[config.mk]
export PLATFORM = sky130hd
export DESIGN_NAME = step_sequencer_flat
export DESIGN_NICKNAME = d
export VERILOG_FILES = /design/src/rtl/step_sequencer_pkg.sv /design/src/rtl/step_sequencer_if.sv /design/src/rtl/step_sequencer_timer.sv /design/src/rtl/step_sequencer.sv /design/src/flat_wrapper.sv
export SDC_FILE = /design/constraint.sdc
export NUM_CORES = 1
export LEC_CHECK = 0
export ABC_AREA = 1
export BUFFER_PORTS_ARGS = -buffer_cell sky130_fd_sc_hd__buf_2
export CAP_MARGIN = 20
export CELL_PAD_IN_SITES_DETAIL_PLACEMENT = 1
export CELL_PAD_IN_SITES_GLOBAL_PLACEMENT = 1
export CORE_MARGIN = 2
export CORE_UTILIZATION = 40
export CTS_BUF_LIST = sky130_fd_sc_hd__clkbuf_8
export CTS_CLUSTER_DIAMETER = 80
export CTS_CLUSTER_SIZE = 12
export DETAILED_ROUTE_END_ITERATION = 8
export PLACE_DENSITY_LB_ADDON = 0.08
export SYNTH_ARGS = -nofsm -noshare
export SYNTH_HDL_FRONTEND = slang
export SYNTH_HIERARCHICAL = 1
export SYNTH_SLANG_ARGS = --single-unit
[constraint.sdc]
create_clock -name clk -period 8.6 [get_ports clk]
set_clock_uncertainty 0.2 [all_clocks]
set_input_delay 0.43 -clock clk [delete_from_list [all_inputs] [get_ports clk]]
set_output_delay 0.43 -clock clk [all_outputs]
set_load 0.05 [all_outputs]
[src/rtl/step_sequencer_pkg.sv]
// rtl/step_sequencer_pkg.sv - shared state encodings and default constants for the step sequencer
package step_sequencer_pkg;

    typedef enum logic [2:0] {
        ST_IDLE   = 3'd0,
        ST_ACCEL  = 3'd1,
        ST_CRUISE = 3'd2,
        ST_DECEL  = 3'd3,
        ST_DONE   = 3'd4
    } state_e;

    localparam int DEF_CNT_W        = 28;
    localparam int DEF_STEP_W       = 16;
    localparam int DEF_START_PERIOD = 240000;
    localparam int DEF_ACCEL_DELTA  = 2400;

endpackage

[src/rtl/step_sequencer_if.sv]
// rtl/step_sequencer_if.sv - move-command valid/ready interface
interface step_sequencer_if
    import step_sequencer_pkg::*;
#(
    parameter int CNT_W  = DEF_CNT_W,
    parameter int STEP_W = DEF_STEP_W
);

    logic              cmd_valid;
    logic              cmd_ready;
    logic [STEP_W-1:0] cmd_steps;
    logic              cmd_dir;
    logic [CNT_W-1:0]  cmd_period_min;

    modport master (
        output cmd_valid,
        output cmd_steps,
        output cmd_dir,
        output cmd_period_min,
        input  cmd_ready
    );

    modport slave (
        input  cmd_valid,
        input  cmd_steps,
        input  cmd_dir,
        input  cmd_period_min,
        output cmd_ready
    );

endinterface

[src/rtl/step_sequencer_timer.sv]
// rtl/step_sequencer_timer.sv - loadable down-counter with terminal-count strobe (module step_timer)
module step_timer
    import step_sequencer_pkg::*;
#(
    parameter int CNT_W = DEF_CNT_W
) (
    input  logic             clk,
    input  logic             rst,
    input  logic             load_i,
    input  logic [CNT_W-1:0] load_val_i,
    output logic             tc_o
);

    logic [CNT_W-1:0] cnt_q;
    logic [CNT_W-1:0] cnt_d;

    // Holds at zero once expired so the terminal count stays visible until reloaded.
    always_comb begin
        cnt_d = cnt_q;
        if (load_i) begin
            cnt_d = load_val_i;
        end else if (cnt_q != '0) begin
            cnt_d = cnt_q - CNT_W'(1);
        end
    end

    always_ff @(posedge clk or posedge rst) begin
        if (rst) begin
            cnt_q <= '0;
        end else begin
            cnt_q <= cnt_d;
        end
    end

    assign tc_o = (cnt_q == '0);

endmodule

[src/rtl/step_sequencer.sv]
// rtl/step_sequencer.sv - move FSM with linear accel/decel ramp, step counting and graceful abort
module step_sequencer
    import step_sequencer_pkg::*;
#(
    parameter int CNT_W        = DEF_CNT_W,
    parameter int STEP_W       = DEF_STEP_W,
    parameter int START_PERIOD = DEF_START_PERIOD,
    parameter int ACCEL_DELTA  = DEF_ACCEL_DELTA
) (
    input  logic              clk,
    input  logic              rst,
    step_sequencer_if.slave   cmd,
    input  logic              abort,
    output logic              step_pulse,
    output logic              dir_out,
    output logic              busy,
    output logic              done,
    output logic [STEP_W-1:0] steps_left
);

    localparam logic [CNT_W-1:0] START_P = CNT_W'(START_PERIOD);
    localparam logic [CNT_W-1:0] DELTA   = CNT_W'(ACCEL_DELTA);
    localparam logic [CNT_W-1:0] MIN_P   = CNT_W'(2);

    state_e            state_q, state_d;
    logic              dir_q, dir_d;
    logic [CNT_W-1:0]  pmin_q, pmin_d;
    logic [CNT_W-1:0]  period_q, period_d;
    logic [STEP_W-1:0] accel_q, accel_d;
    logic [STEP_W-1:0] steps_q, steps_d;

    logic              running;
    logic              step;
    logic              timer_load;
    logic [CNT_W-1:0]  timer_val;
    logic              timer_tc;
    logic [CNT_W-1:0]  pmin_in;
    logic [STEP_W-1:0] rem;
    logic [STEP_W:0]   abort_lim;

    step_timer #(
        .CNT_W (CNT_W)
    ) u_timer (
        .clk        (clk),
        .rst        (rst),
        .load_i     (timer_load),
        .load_val_i (timer_val),
        .tc_o       (timer_tc)
    );

    assign running = (state_q == ST_ACCEL) || (state_q == ST_CRUISE) || (state_q == ST_DECEL);
    assign step    = running && timer_tc;
    assign rem     = steps_q - STEP_W'(1);

    always_comb begin
        pmin_in = cmd.cmd_period_min;
        if (cmd.cmd_period_min < MIN_P) begin
            pmin_in = MIN_P;
        end else if (cmd.cmd_period_min > START_P) begin
            pmin_in = START_P;
        end
    end

    always_comb begin
        state_d    = state_q;
        dir_d      = dir_q;
        pmin_d     = pmin_q;
        period_d   = period_q;
        accel_d    = accel_q;
        steps_d    = steps_q;
        timer_load = 1'b0;
        timer_val  = '0;
        abort_lim  = '0;

        case (state_q)
            ST_IDLE: begin
                if (cmd.cmd_valid) begin
                    dir_d      = cmd.cmd_dir;
                    pmin_d     = pmin_in;
                    steps_d    = cmd.cmd_steps;
                    period_d   = START_P;
                    accel_d    = '0;
                    timer_load = 1'b1;
                    if (cmd.cmd_steps == '0) begin
                        state_d = ST_DONE;
                    end else if (pmin_in == START_P) begin
                        state_d = ST_CRUISE;
                    end else begin
                        state_d = ST_ACCEL;
                    end
                end
            end
            ST_ACCEL, ST_CRUISE, ST_DECEL: begin
                if (step) begin
                    timer_load = 1'b1;
                    steps_d    = rem;
                    if (rem == '0) begin
                        state_d = ST_DONE;
                    end else if (rem <= accel_q) begin
                        // Remaining steps just cover the ramp-down: start braking.
                        state_d  = ST_DECEL;
                        period_d = (START_P - period_q <= DELTA) ? START_P : period_q + DELTA;
                        accel_d  = (accel_q == '0) ? '0 : accel_q - STEP_W'(1);
                    end else if (state_q == ST_ACCEL) begin
                        period_d = (period_q - pmin_q <= DELTA) ? pmin_q : period_q - DELTA;
                        accel_d  = accel_q + STEP_W'(1);
                        if (period_d == pmin_q) begin
                            state_d = ST_CRUISE;
                        end
                    end
                end
                // Abort trims the move to what the ramp-down needs; the step rules do the rest.
                if (abort && (state_d != ST_DONE)) begin
                    abort_lim = {1'b0, accel_d} + (STEP_W+1)'(1);
                    if ({1'b0, steps_d} > abort_lim) begin
                        steps_d = abort_lim[STEP_W-1:0];
                    end
                end
            end
            ST_DONE: begin
                state_d = ST_IDLE;
            end
            default: begin
                state_d = ST_IDLE;
            end
        endcase

        timer_val = period_d - CNT_W'(1);
    end

    always_ff @(posedge clk or posedge rst) begin
        if (rst) begin
            state_q  <= ST_IDLE;
            dir_q    <= 1'b0;
            pmin_q   <= START_P;
            period_q <= START_P;
            accel_q  <= '0;
            steps_q  <= '0;
        end else begin
            state_q  <= state_d;
            dir_q    <= dir_d;
            pmin_q   <= pmin_d;
            period_q <= period_d;
            accel_q  <= accel_d;
            steps_q  <= steps_d;
        end
    end

    assign cmd.cmd_ready = (state_q == ST_IDLE);
    assign step_pulse    = step;
    assign dir_out       = dir_q;
    assign busy          = running;
    assign done          = (state_q == ST_DONE);
    assign steps_left    = steps_q;

endmodule
[src/flat_wrapper.sv]
// flat-port wrapper written by rule: the top's interface ports become plain ports
module step_sequencer_flat import step_sequencer_pkg::*;
#(
    parameter int CNT_W        = DEF_CNT_W,
    parameter int STEP_W       = DEF_STEP_W,
    parameter int START_PERIOD = DEF_START_PERIOD,
    parameter int ACCEL_DELTA  = DEF_ACCEL_DELTA
)
  (clk, rst, abort, step_pulse, dir_out, busy, done, steps_left, cmd_cmd_valid, cmd_cmd_steps, cmd_cmd_dir, cmd_cmd_period_min, cmd_cmd_ready);
  step_sequencer_if #(.CNT_W(CNT_W), .STEP_W(STEP_W)) cmd_i ();
  input  logic clk;
  input  logic rst;
  input  logic abort;
  output logic step_pulse;
  output logic dir_out;
  output logic busy;
  output logic done;
  output logic [STEP_W-1:0] steps_left;
  input wire logic [$bits(cmd_i.cmd_valid)-1:0] cmd_cmd_valid;
  input wire logic [$bits(cmd_i.cmd_steps)-1:0] cmd_cmd_steps;
  input wire logic [$bits(cmd_i.cmd_dir)-1:0] cmd_cmd_dir;
  input wire logic [$bits(cmd_i.cmd_period_min)-1:0] cmd_cmd_period_min;
  output wire logic [$bits(cmd_i.cmd_ready)-1:0] cmd_cmd_ready;
  assign cmd_i.cmd_valid = cmd_cmd_valid;
  assign cmd_i.cmd_steps = cmd_cmd_steps;
  assign cmd_i.cmd_dir = cmd_cmd_dir;
  assign cmd_i.cmd_period_min = cmd_cmd_period_min;
  assign cmd_cmd_ready = cmd_i.cmd_ready;
  step_sequencer #(.CNT_W(CNT_W), .STEP_W(STEP_W), .START_PERIOD(START_PERIOD), .ACCEL_DELTA(ACCEL_DELTA)) u_core (.clk(clk), .rst(rst), .cmd(cmd_i), .abort(abort), .step_pulse(step_pulse), .dir_out(dir_out), .busy(busy), .done(done), .steps_left(steps_left));
endmodule
==> results by group, run 1 <==
Timing
  – FMAX: ~0.14 GHz
  – Final period util: 85.4%
  – Setup Viol. Count Final: 0
  – Worst-Margin Slew: 1120 ps
  – Unrepaired setup endpoints after global routing: no
  – Fin Setup TNS: 0 ps
  – Final Max Slew Viols: 0
  – Fin crit period: 7350 ps
  – Slew margin rel.: 25.2%
  – Final hold violations: 0

Routing
  – Routed WL per cell: 19.0 µm
  – Iteration-0 DRC Markers: approximately 1100
  – Post-route DRC: 0
  – Routed wire length: between 50 and 60 mm
  – Post-detailed-route count of antenna-violating nets: 0
  – Vias post-DR: 16091
  – DRT Pass-1 Iters: 5
  – Routed vias/inst: 5.47

Power
  – Pwr dens: 308 nW/µm²
  – Leakage: 0.00800 µW
  – Worst IR Drop VDD: 0.197 mV

Floorplan
  – Die outline width: about 190 µm
  – Initial Util: slightly above 40%
  – Total die area: 37800 µm²
  – Die height: 195 µm
  – Site row count: 69
  – # IOs: 70
  – Core Region: 35700 µm²

Worst setup path
  – Startpoint Class: register
  – Worst setup EP type: register
  – CP max FO: 17
  – R2R setup slack: 1250 ps
  – Worst path max stage delay: 480 ps
  – CP arrival: between 7000 and 8000 ps
  – Slowest-stage cell, CP: dfrtp_1
  – Top cell by count, worst path: nand2_1
  – Worst R2R Path Depth: 38
  – Reg-to-reg startpoint: u_core/steps_left[0]
  – Critical path class: reg -> reg
  – Worst R2R End: u_core/steps_left[8]
  – CP startpoint: u_core/steps_left[0]
  – Worst Path Required: ~8800 ps
  – Crit path to: u_core/steps_left[8]

Finish
  – Non-Filler Instances: 2940
  – Most common cell after layout, fill and taps aside: nand2_1
  – Nets@finish: 2586
  – Antenna cells: 0
  – Ratio of cells with drive above 1 in the final layout: roughly 9%
  – Area grow syn2layout: 7.76%
  – Most frequent cells in the layout: nand2_1, inv_1, nor2_1

Placed design
  – Final GP Congestion: between 0.9 and 1
  – Inst Count DP: 2904
  – I/O Buffers: 69
  – DP Wirelength: 45.2 mm

Synthesis
  – Syn_area_per_cell: ~6 µm²
  – #FFs+latches synth: 120
  – Synth warnings: 6
  – Ys flop type: dfrtp_1
  – Mapped Area: 14500 µm²
  – Area leader, netlist: dfrtp_1
  – Post-synth EDFFs: 0
  – Post-synthesis sequential area ratio: about a fifth
  – Post-Syn Instances: 2436
  – Yosys top cell area share: a little under a fifth
  – Cell variety after synth: 63
  – Synth area leaders: dfrtp_1, nand2_1, inv_1
  – Syn_nets: approximately 2600
  – Synth async-reset ratio: 100%

Global route
  – Vias in the first global route: ~16000
  – Largest net degree at the start of global routing: 76
  – Initial antenna violation count: 0
  – GRT Overall Usage: 29.7%
  – First-pass GRT wire length: 89.4 mm
  – Overflow after GRT: 0

Clock tree
  – CTS tree: yes
  – Clk slew on worst S/H paths: roughly 80 ps
  – Clk buf depth: 2
  – Clock Sinks: 120
  – CTS Buf Count: 17
  – Clock Latency Late Sink: 490 ps
  – Root buf cell: clkbuf_8
  – CTS H-tree depth: 4

Worst hold path
  – Min-delay worst type: in -> reg

Run status
  – Status: complete, no violations

Run
  – Max-cap violation count: 0
critical path, delay by kind of cell, from the launching register on:
| family | cells | cell delay [ps] |
|---|---|---|
| buf+inv | 2 | 360 |
| fa+ha+maj | 3 | 870 |
| flops | 1 | 480 |
| compound gates | 7 | 1140 |
| xor+xnor | 1 | 180 |
| simple gates | 25 | 3970 |
where the power goes:
part / leakage [µW] / internal (µW) / switching [µW] / total, µW
clock: 0.000223 / 349 / 272 / 621
combinational: 0.00623 / 990 / 2290 / 3280
sequential: 0.00155 / 715 / 205 / 920
total: 0.00800 / 2050 / 2770 / 4820
cell usage after synthesis, types with 12 or more instances:
library cell / instances
nand4_1: 44
nor2_1: 276
o211ai_1: 18
buf_2: 20
clkbuf_1: 38
o21ai_0: 133
nor2_2: 21
o21ai_1: 38
inv_2: 19
ha_1: 71
inv_1: 341
o22ai_1: 24
xnor2_1: 14
dfrtp_1: 106
a21oi_1: 104
nand2_1: 658
nand3_1: 217
xor2_1: 96
dfstp_2: 14
nor3_1: 41
nor4_1: 14
nand2_2: 12
worst min path at each step:
stage | startpoint | endpoint | slack, ps | cells after the start
2_1_floorplan | u_core/pmin_q[26] | u_core/pmin_q[26] | 250 | 2
3_3_place_gp | rst | u_core/u_timer/cnt_q[1] | 240 | 2
3_5_place_dp | rst | u_core/u_timer/cnt_q[1] | 240 | 2
4_1_cts | cmd_cmd_period_min[1] | u_core/pmin_q[1] | 0.3 | 3
5_1_grt | cmd_cmd_period_min[6] | u_core/pmin_q[6] | 20 | 3
6_report | cmd_cmd_period_min[1] | u_core/pmin_q[1] | 30 | 3
timing repair:
item                                   in CTS  in global routing
endpoints found under the hold margin      46                  0
resized for setup                           0                  0
buffers inserted                            0                  0
hold buffers                                4                  0
final cells by class:
type	count	area [µm²]
Fill cell	4997	20000
Multi-Input combinational cell	1874	9730
Sequential cell	120	3020
Inverter	367	1380
Tap cell	461	577
Timing Repair Buffer	86	483
Clock buffer	18	248
Clock inverter	14	206
layer usage:
| layer | up-vias | routed length, µm | part of all wire (%) | global-route usage (%) |
|---|---|---|---|---|
| met5 | - | 0 | 0 | 0 |
| met3 | 49 | 1860 | 3.3 | 3.24 |
| li1 | 7909 | - | - | - |
| met1 | 7882 | 26800 | 48 | 40.6 |
| met4 | 0 | 1010 | 1.8 | 7.69 |
| met2 | 251 | 26200 | 47 | 49.9 |
logic make-up after synthesis:
family	count (synthesis)	share of synthesized area (%)
xor gates and xnor gates	110	6.64
AOI/OAI and AO/OA	360	14.0
adders and majority gates	71	6.12
buffers and inverters	442	12.2
and+or+nand+nor	1332	40.1
muxes	1	0.0689
DFF	120	20.8
metrics by stage:
stage	hold WS (ps)	power, µW	utilization (%)	area [µm²]	setup WS [ps]
2_1_floorplan	253	3240	-	14500	2360
3_3_place_gp	241	4050	42.5	15200	1730
3_5_place_dp	242	4150	42.5	15200	1390
4_1_cts	0.255	4800	43.9	15600	1360
5_1_grt	15.3	5260	43.9	15600	582
6_report	33.4	4820	43.9	15600	1250
state kept, by name, indices dropped and copies added (netlist names):
name                  cells
u_core/accel_q           16
u_core/dir_out            1
u_core/u_timer/cnt_q     28
u_core/steps_left        16
u_core/state_q            3
u_core/period_q          28
u_core/pmin_q            28
No activity file was read; power rests on OpenSTA's default activity.
==> inputs of run 2 (changes only) <==
PLACE_DENSITY_LB_ADDON = 0.2   (was 0.08)
==> run 2 against run 1 <==
Against the previous run:
- utilization hardly changed
- die area stayed put
- critical path depth stayed put
- worst hold slack better by 5.6 ps
- clock power is 6.3% lower
- first-iteration DRC count is 1.5% higher
- setup slack better by 37 ps
- total power is 1.7% lower
- wire length is 2.4% lower
- cell count hardly changed
- maximum frequency is 0.51% higher
- sequential cell count stayed put
- highest routed layer unchanged
==> results by group, run 2 (same netlist as run 1, synthesis figures left out) <==
Finish
  – Nets@finish: 2587 (+0.039%)
  – Area grow syn2layout: 7.64%
  – Most common cell after layout, fill and taps aside: nand2_1
  – Ratio of cells with drive above 1 in the final layout: 8.95% (-0.044 points)
  – Antenna cells: 0 (unchanged)
  – Regs by FF count: u_core/period_q (28), u_core/pmin_q (28), u_core/u_timer/cnt_q (28)
  – Non-Filler Instances: 2941 (+0.034%)
  – Most frequent cells in the layout: nand2_1, inv_1, nor2_1

Clock tree
  – CTS Buf Count: 17 (unchanged)
  – Clock Sinks: 120 (unchanged)
  – Post-CTS resize count: 0 (unchanged)
  – Root buf cell: clkbuf_8
  – Clk buf depth: 2 (unchanged)
  – Clock Latency Late Sink: 500 ps (about the same)
  – CTS H-tree depth: 4 (unchanged)
  – Postcts setup bufs: 0 (unchanged)
  – CTS tree: yes
  – Clk slew on worst S/H paths: 80 ps (about the same)
  – Cts hold-fix bufs: 5 (+1)

Timing
  – Worst setup margin: 1290 ps (+37.4 ps)
  – FMAX: 0.137 GHz (+0.51%)
  – Slew margin rel.: 31.1% (+6.0 points)
  – Worst-Margin Slew: 1020 ps (-97.2 ps)
  – Setup Viol. Count Final: 0 (unchanged)
  – Final hold slack: 39.0 ps (+5.61 ps)
  – Final hold violations: 0 (unchanged)
  – Unrepaired setup endpoints after global routing: no
  – Final Max Slew Viols: 0 (unchanged)
  – Fin Setup TNS: 0 ps (unchanged)
  – Fin crit period: 7310 ps (-37.4 ps)
  – Final period util: 85.0% (-0.43 points)

Global route
  – M2 GR Usage: 50.8% (+0.89 points)
  – Initial antenna violation count: 0 (unchanged)
  – Overflow after GRT: 0 (unchanged)
  – GRT Overall Usage: 29.0% (-0.73 points)
  – Met3 Use GR: 3.64% (+0.40 points)
  – Vias in the first global route: 16332 (+1.3%)
  – First-pass GRT wire length: 88.3 mm (-1.1%)
  – Largest net degree at the start of global routing: 107 (+41%)
  – Met1 usage: 37.3% (-3.3 points)
  – GRT busiest layer: met2

Worst setup path
  – CP arrival: 7520 ps (-30 ps)
  – Top cell by count, worst path: nand2_1
  – Worst Path Required: 8810 ps (about the same)
  – Startpoint Class: register
  – Worst path max stage delay: 470 ps (about the same)
  – CP max FO: 17 (unchanged)
  – Worst R2R Path Depth: 38 (unchanged)
  – Worst setup EP type: register
  – Slowest-stage cell, CP: dfrtp_1
  – Critical path class: reg -> reg

Placed design
  – Pre-CTS setup slack: 1420 ps (+28.1 ps)
  – Final GP Congestion: 0.934 (-0.92%)
  – Inst Count DP: 2903 (-0.034%)
  – I/O Buffers: 69 (unchanged)
  – DP Wirelength: 43.4 mm (-4.0%)

Floorplan
  – Core Region: 35700 µm² (unchanged)
  – # IOs: 70 (unchanged)
  – Die height: 195 µm (unchanged)
  – Total die area: 37800 µm² (unchanged)
  – Initial Util: 40.7% (unchanged)
  – Die outline width: 195 µm (unchanged)
  – Site row count: 69 (unchanged)

Routing
  – Vias post-DR: 16119 (+0.17%)
  – Post-route DRC: 0 (unchanged)
  – Iteration-0 DRC Markers: 1093 (+1.5%)
  – Routed vias/inst: 5.48 (+0.14%)
  – DRT Pass-1 Iters: 5 (unchanged)
  – Routed wire length: 54.4 mm (-2.4%)
  – Post-detailed-route count of antenna-violating nets: 0 (unchanged)
  – Routed WL per cell: 18.5 µm (-2.5%)

Run status
  – Status: complete, no violations

Power
  – Worst IR Drop VDD: 0.224 mV (+14%)
  – Pwr dens: 303 nW/µm² (-1.6%)
  – Leakage: 0.00801 µW (+0.18%)

Worst hold path
  – Min-delay worst type: in -> reg
  – Hold-critical path depth: 3 (unchanged)

Run
  – Max-cap violation count: 0 (unchanged)
[run 2: cell count changes in the layout (fill, tap and decap cells not counted)]
cell           before  now
buf_4              13   12
clkinv_2            2    4
clkinvlp_4          4    0
clkbuf_8           18   21
bufinv_16           5    3
dlygate4sd3_1       4    5
inv_1             342  343
buf_8               0    1
[run 2: worst paths after layout]
kind	endpoint	slack [ps]	startpoint
worst min register to register	u_core/dir_out	280	u_core/dir_out
worst max-delay path	u_core/steps_left[2]	1290	u_core/steps_left[0]
worst max register to register	u_core/steps_left[2]	1290	u_core/steps_left[0]
min in group asynchronous	u_core/u_timer/cnt_q[6]	390	rst
max in group asynchronous	u_core/accel_q[13]	6670	rst
worst min-delay path	u_core/pmin_q[3]	40	cmd_cmd_period_min[3]
[run 2: stage by stage]
stage | total power (µW) | area, µm² | util [%]
final | 4740 | 15600 | 43.8
after detailed placement | 4100 | 15100 | 42.5
after floorplan | 3240 | 14500 | -
after global routing | 5190 | 15600 | 43.8
after CTS | 4710 | 15600 | 43.8
after global placement | 4010 | 15100 | 42.5
[run 2: worst max-delay path, delay by kind of cell, from the launching register on]
family          cells  cell delay, ps
flops               1             470
simple gates       23            3530
xor+xnor            1             160
compound gates      7            1400
fa+ha+maj           4            1070
buf+inv             3             400
[run 2: area by class of cell]
cell class                      instances  area [µm²]
Clock buffer                           21         289
Inverter                              367        1380
Multi-Input combinational cell       1874        9730
Fill cell                            4996       20000
Sequential cell                       120        3020
Timing Repair Buffer                   87         500
Tap cell                              461         577
Clock inverter                         11         130
[run 2: power breakdown]
part           internal (µW)  switching, µW  total, µW
sequential               715            191        906
combinational            996           2260       3250
clock                    313            269        582
[run 2: routing by layer]
metal | part of all wire [%] | vias to the layer above
li1 | - | 7939
met1 | 46 | 7835
met2 | 49 | 280
met3 | 3.0 | 65
met4 | 2.3 | 0
met5 | 0 | -
==> inputs of run 3 (changes only) <==
SYNTH_HIERARCHICAL = default   (was 1)
clock period = 6.96 ns   (was 8.6 ns; I/O delays follow)
==> run 3 against run 2 <==
Against the previous run:
- synthesized cell count is 0.70% higher
- clock power is 17% higher
- setup slack worse by 940 ps
- sequential power is 23% higher
- via count is 4.7% higher
- largest cell class unchanged
- highest routed layer unchanged
==> results by group, run 3 <==
Run status
  – Status: complete, no violations

Global route
  – First-pass GRT wire length: 94.5 mm (+6.9%)
  – Initial antenna violation count: 2 (+2)
  – Overflow after GRT: 0 (unchanged)
  – Vias in the first global route: 17180 (+5.2%)
  – GRT Overall Usage: 31.0% (+2.0 points)
  – Largest net degree at the start of global routing: 87 (-19%)

Synthesis
  – Mapped Area: 14800 µm² (+2.2%)
  – Ys flop type: dfrtp_1
  – Post-Syn Instances: 2453 (+0.70%)
  – #FFs+latches synth: 120 (unchanged)
  – Synth warnings: 0 (-6)
  – Area leader, netlist: dfrtp_1
  – Syn_area_per_cell: 6.05 µm² (+1.5%)
  – Most frequent cell after synthesis: nand2_1
  – Yosys top cell area share: 17.9% (-0.39 points)
  – Synth area leaders: dfrtp_1, nand2_1, inv_1
  – Cell variety after synth: 65 (+3.2%)
  – Synth async-reset ratio: 100% (unchanged)
  – Post-synth EDFFs: 0 (unchanged)
  – Post-synthesis sequential area ratio: 20.4% (-0.45 points)
  – Synth top cells by count: nand2_1, inv_1, nor2_1
  – Syn_nets: 2571 (+0.59%)

Worst setup path
  – Reg-to-reg startpoint: u_core.steps_left[5]
  – Critical path class: reg -> reg
  – CP max FO: 19 (+2)
  – Slowest-stage cell, CP: dfrtp_2
  – Worst path max stage delay: 440 ps (-30 ps)
  – Worst Path Required: 7190 ps (-1620 ps)
  – CP delay by family, top: simple AND/OR/NAND/NOR gates
  – CP startpoint: u_core.steps_left[5]
  – CP arrival: 6850 ps (-670 ps)
  – Top cell by count, worst path: nand2_1
  – Startpoint Class: register
  – Buf/Inv on CP: 4 (+1)
  – Worst setup EP type: register

Finish
  – Final Util: 44.9% (+1.1 points)
  – Area grow syn2layout: 10.7%
  – Nets@finish: 2641 (+2.1%)
  – Ratio of cells with drive above 1 in the final layout: 13.8% (+4.9 points)
  – Most common cell after layout, fill and taps aside: nand2_1
  – Fillers: 5066 (+1.4%)
  – Most frequent cells in the layout: nand2_1, inv_1, nor2_1
  – Regs by FF count: u_core.period_q (28), u_core.pmin_q (28), u_core.u_timer.cnt_q (28)

Worst hold path
  – Hold Startpoint: cmd_cmd_steps[0]
  – Min-delay worst type: in -> reg

Run
  – Max-cap violation count: 0 (unchanged)

Timing
  – Fin Setup TNS: 0 ps (unchanged)
  – Worst-Margin Slew: 959 ps (-65.3 ps)
  – Final Max Slew Viols: 0 (unchanged)
  – FMAX: 0.151 GHz (+11%)
  – Final period util: 95.0% (+10 points)
  – Setup Viol. Count Final: 0 (unchanged)
  – Slew margin rel.: 35.8% (+4.7 points)
  – Final hold violations: 0 (unchanged)
  – Fin crit period: 6610 ps (-699 ps)

Clock tree
  – Clock Sinks: 120 (unchanged)
  – CTS H-tree depth: 4 (unchanged)
  – CTS tree: yes
  – CTS Buf Count: 17 (unchanged)
  – Clk slew on worst S/H paths: 80 ps (about the same)
  – Clock Latency Late Sink: 510 ps (about the same)
  – Root buf cell: clkbuf_8
  – Clk buf depth: 2 (unchanged)

Placed design
  – Final GP Congestion: 0.978 (+4.7%)
  – I/O Buffers: 69 (unchanged)
  – DP Wirelength: 46.5 mm (+7.1%)

Routing
  – Post-route DRC: 0 (unchanged)
  – Vias post-DR: 16878 (+4.7%)
  – Post-detailed-route count of antenna-violating nets: 0 (unchanged)
  – Iteration-0 DRC Markers: 1144 (+4.7%)
  – Routed wire length: 59.6 mm (+9.4%)
  – DRT Pass-1 Iters: 6 (+1)
  – Routed vias/inst: 5.62 (+2.5%)
  – Routed WL per cell: 19.8 µm (+7.1%)

Floorplan
  – Total die area: 38700 µm² (+2.2%)
  – Die outline width: 197 µm (+1.1%)
  – # IOs: 70 (unchanged)
  – Site row count: 70 (+1.4%)
  – Die height: 197 µm (+1.1%)
  – Core Region: 36600 µm² (+2.7%)
  – Initial Util: 40.5% (-0.19 points)

Power
  – Pwr dens: 374 nW/µm² (+23%)
  – Leakage: 0.00839 µW (+4.7%)
  – Worst IR Drop VDD: 0.277 mV (+24%)
-- run 3: changes by cell type after synthesis, moves of 11 or more --
cell	before	now
o21ai_2	5	16
nand4_1	44	56
nand2_2	12	34
o21ai_0	133	111
xor2_1	96	82
nand3_1	217	232
nand2_1	658	639
nor2_1	276	244
-- run 3: per-layer routing --
layer	GRT usage, %	routed length (µm)	vias to the layer above
met5	0	0	-
met4	7.27	1280	0
met3	4.26	3480	85
met2	50.7	27000	534
met1	43.3	27800	8177
li1	-	-	8082
-- run 3: path summary, 6_finish.rpt --
path                                                 end  slack, ps  cells after the start
worst min register to register            u_core.dir_out        280                      2
min in group asynchronous       u_core.u_timer.cnt_q[26]        370                      3
max in group asynchronous              u_core.accel_q[6]       4770                      4
worst min-delay path                u_core.steps_left[0]         20                      3
worst max-delay path               u_core.steps_left[10]        350                     39
worst max register to register     u_core.steps_left[10]        350                     39
-- run 3: what timing repair did --
action	CTS	global route
resized for setup	0	45
setup endpoints to repair	0	16
endpoints found under the hold margin	90	0
hold buffers	28	0
setup buffers	0	13
-- run 3: kinds of logic (layout without fill, tap and decap cells) --
| logic type | after synthesis | after routing | share of synthesized area, % |
|---|---|---|---|
| AO/OA/AOI/OAI | 343 | 344 | 13.5 |
| flip-flops | 120 | 120 | 20.4 |
| AND/OR/NAND/NOR | 1374 | 1374 | 42.1 |
| XOR/XNOR | 89 | 89 | 5.35 |
| multiplexers | 1 | 1 | 0.152 |
| adder cells (fa/ha/maj) | 69 | 69 | 5.82 |
| other | 0 | 1 | 0 |
| buffers and inverters | 457 | 538 | 12.7 |
-- run 3: cell type report --
class	instances	area, µm²	share of cell area (%)
Antenna cell	1	2.50	0.0152
Clock buffer	18	248	1.51
Clock inverter	13	133	0.807
Inverter	379	1430	8.72
Multi-Input combinational cell	1877	10100	61.6
Sequential cell	120	3030	18.4
Tap cell	468	586	3.56
Timing Repair Buffer	128	888	5.41
-- run 3: where the power goes --
group	internal (µW)	leakage [µW]	switching, µW
sequential	880	0.00153	230
combinational	1370	0.00667	2990
clock	322	0.000191	359
-- run 3: metrics by stage --
step / total power [µW] / worst slack [ps] / hold WS, ps / std cells / instance area (µm²)
after detailed placement: 5240 / 179 / 269 / 2929 / 15500
after floorplan: 4100 / 890 / 253 / 2453 / 14800
after global routing: 6700 / -88.0 / 44.9 / 3003 / 16400
after CTS: 5970 / 69.8 / 3.19 / 2988 / 16100
after global placement: 5090 / 559 / 267 / 2929 / 15500
final: 6150 / 348 / 18.3 / 3004 / 16400
-- run 3: tightest hold or removal path: stages --
cell and delay, ps:
buf_2 90, a21oi_1 100, a21oi_2 140
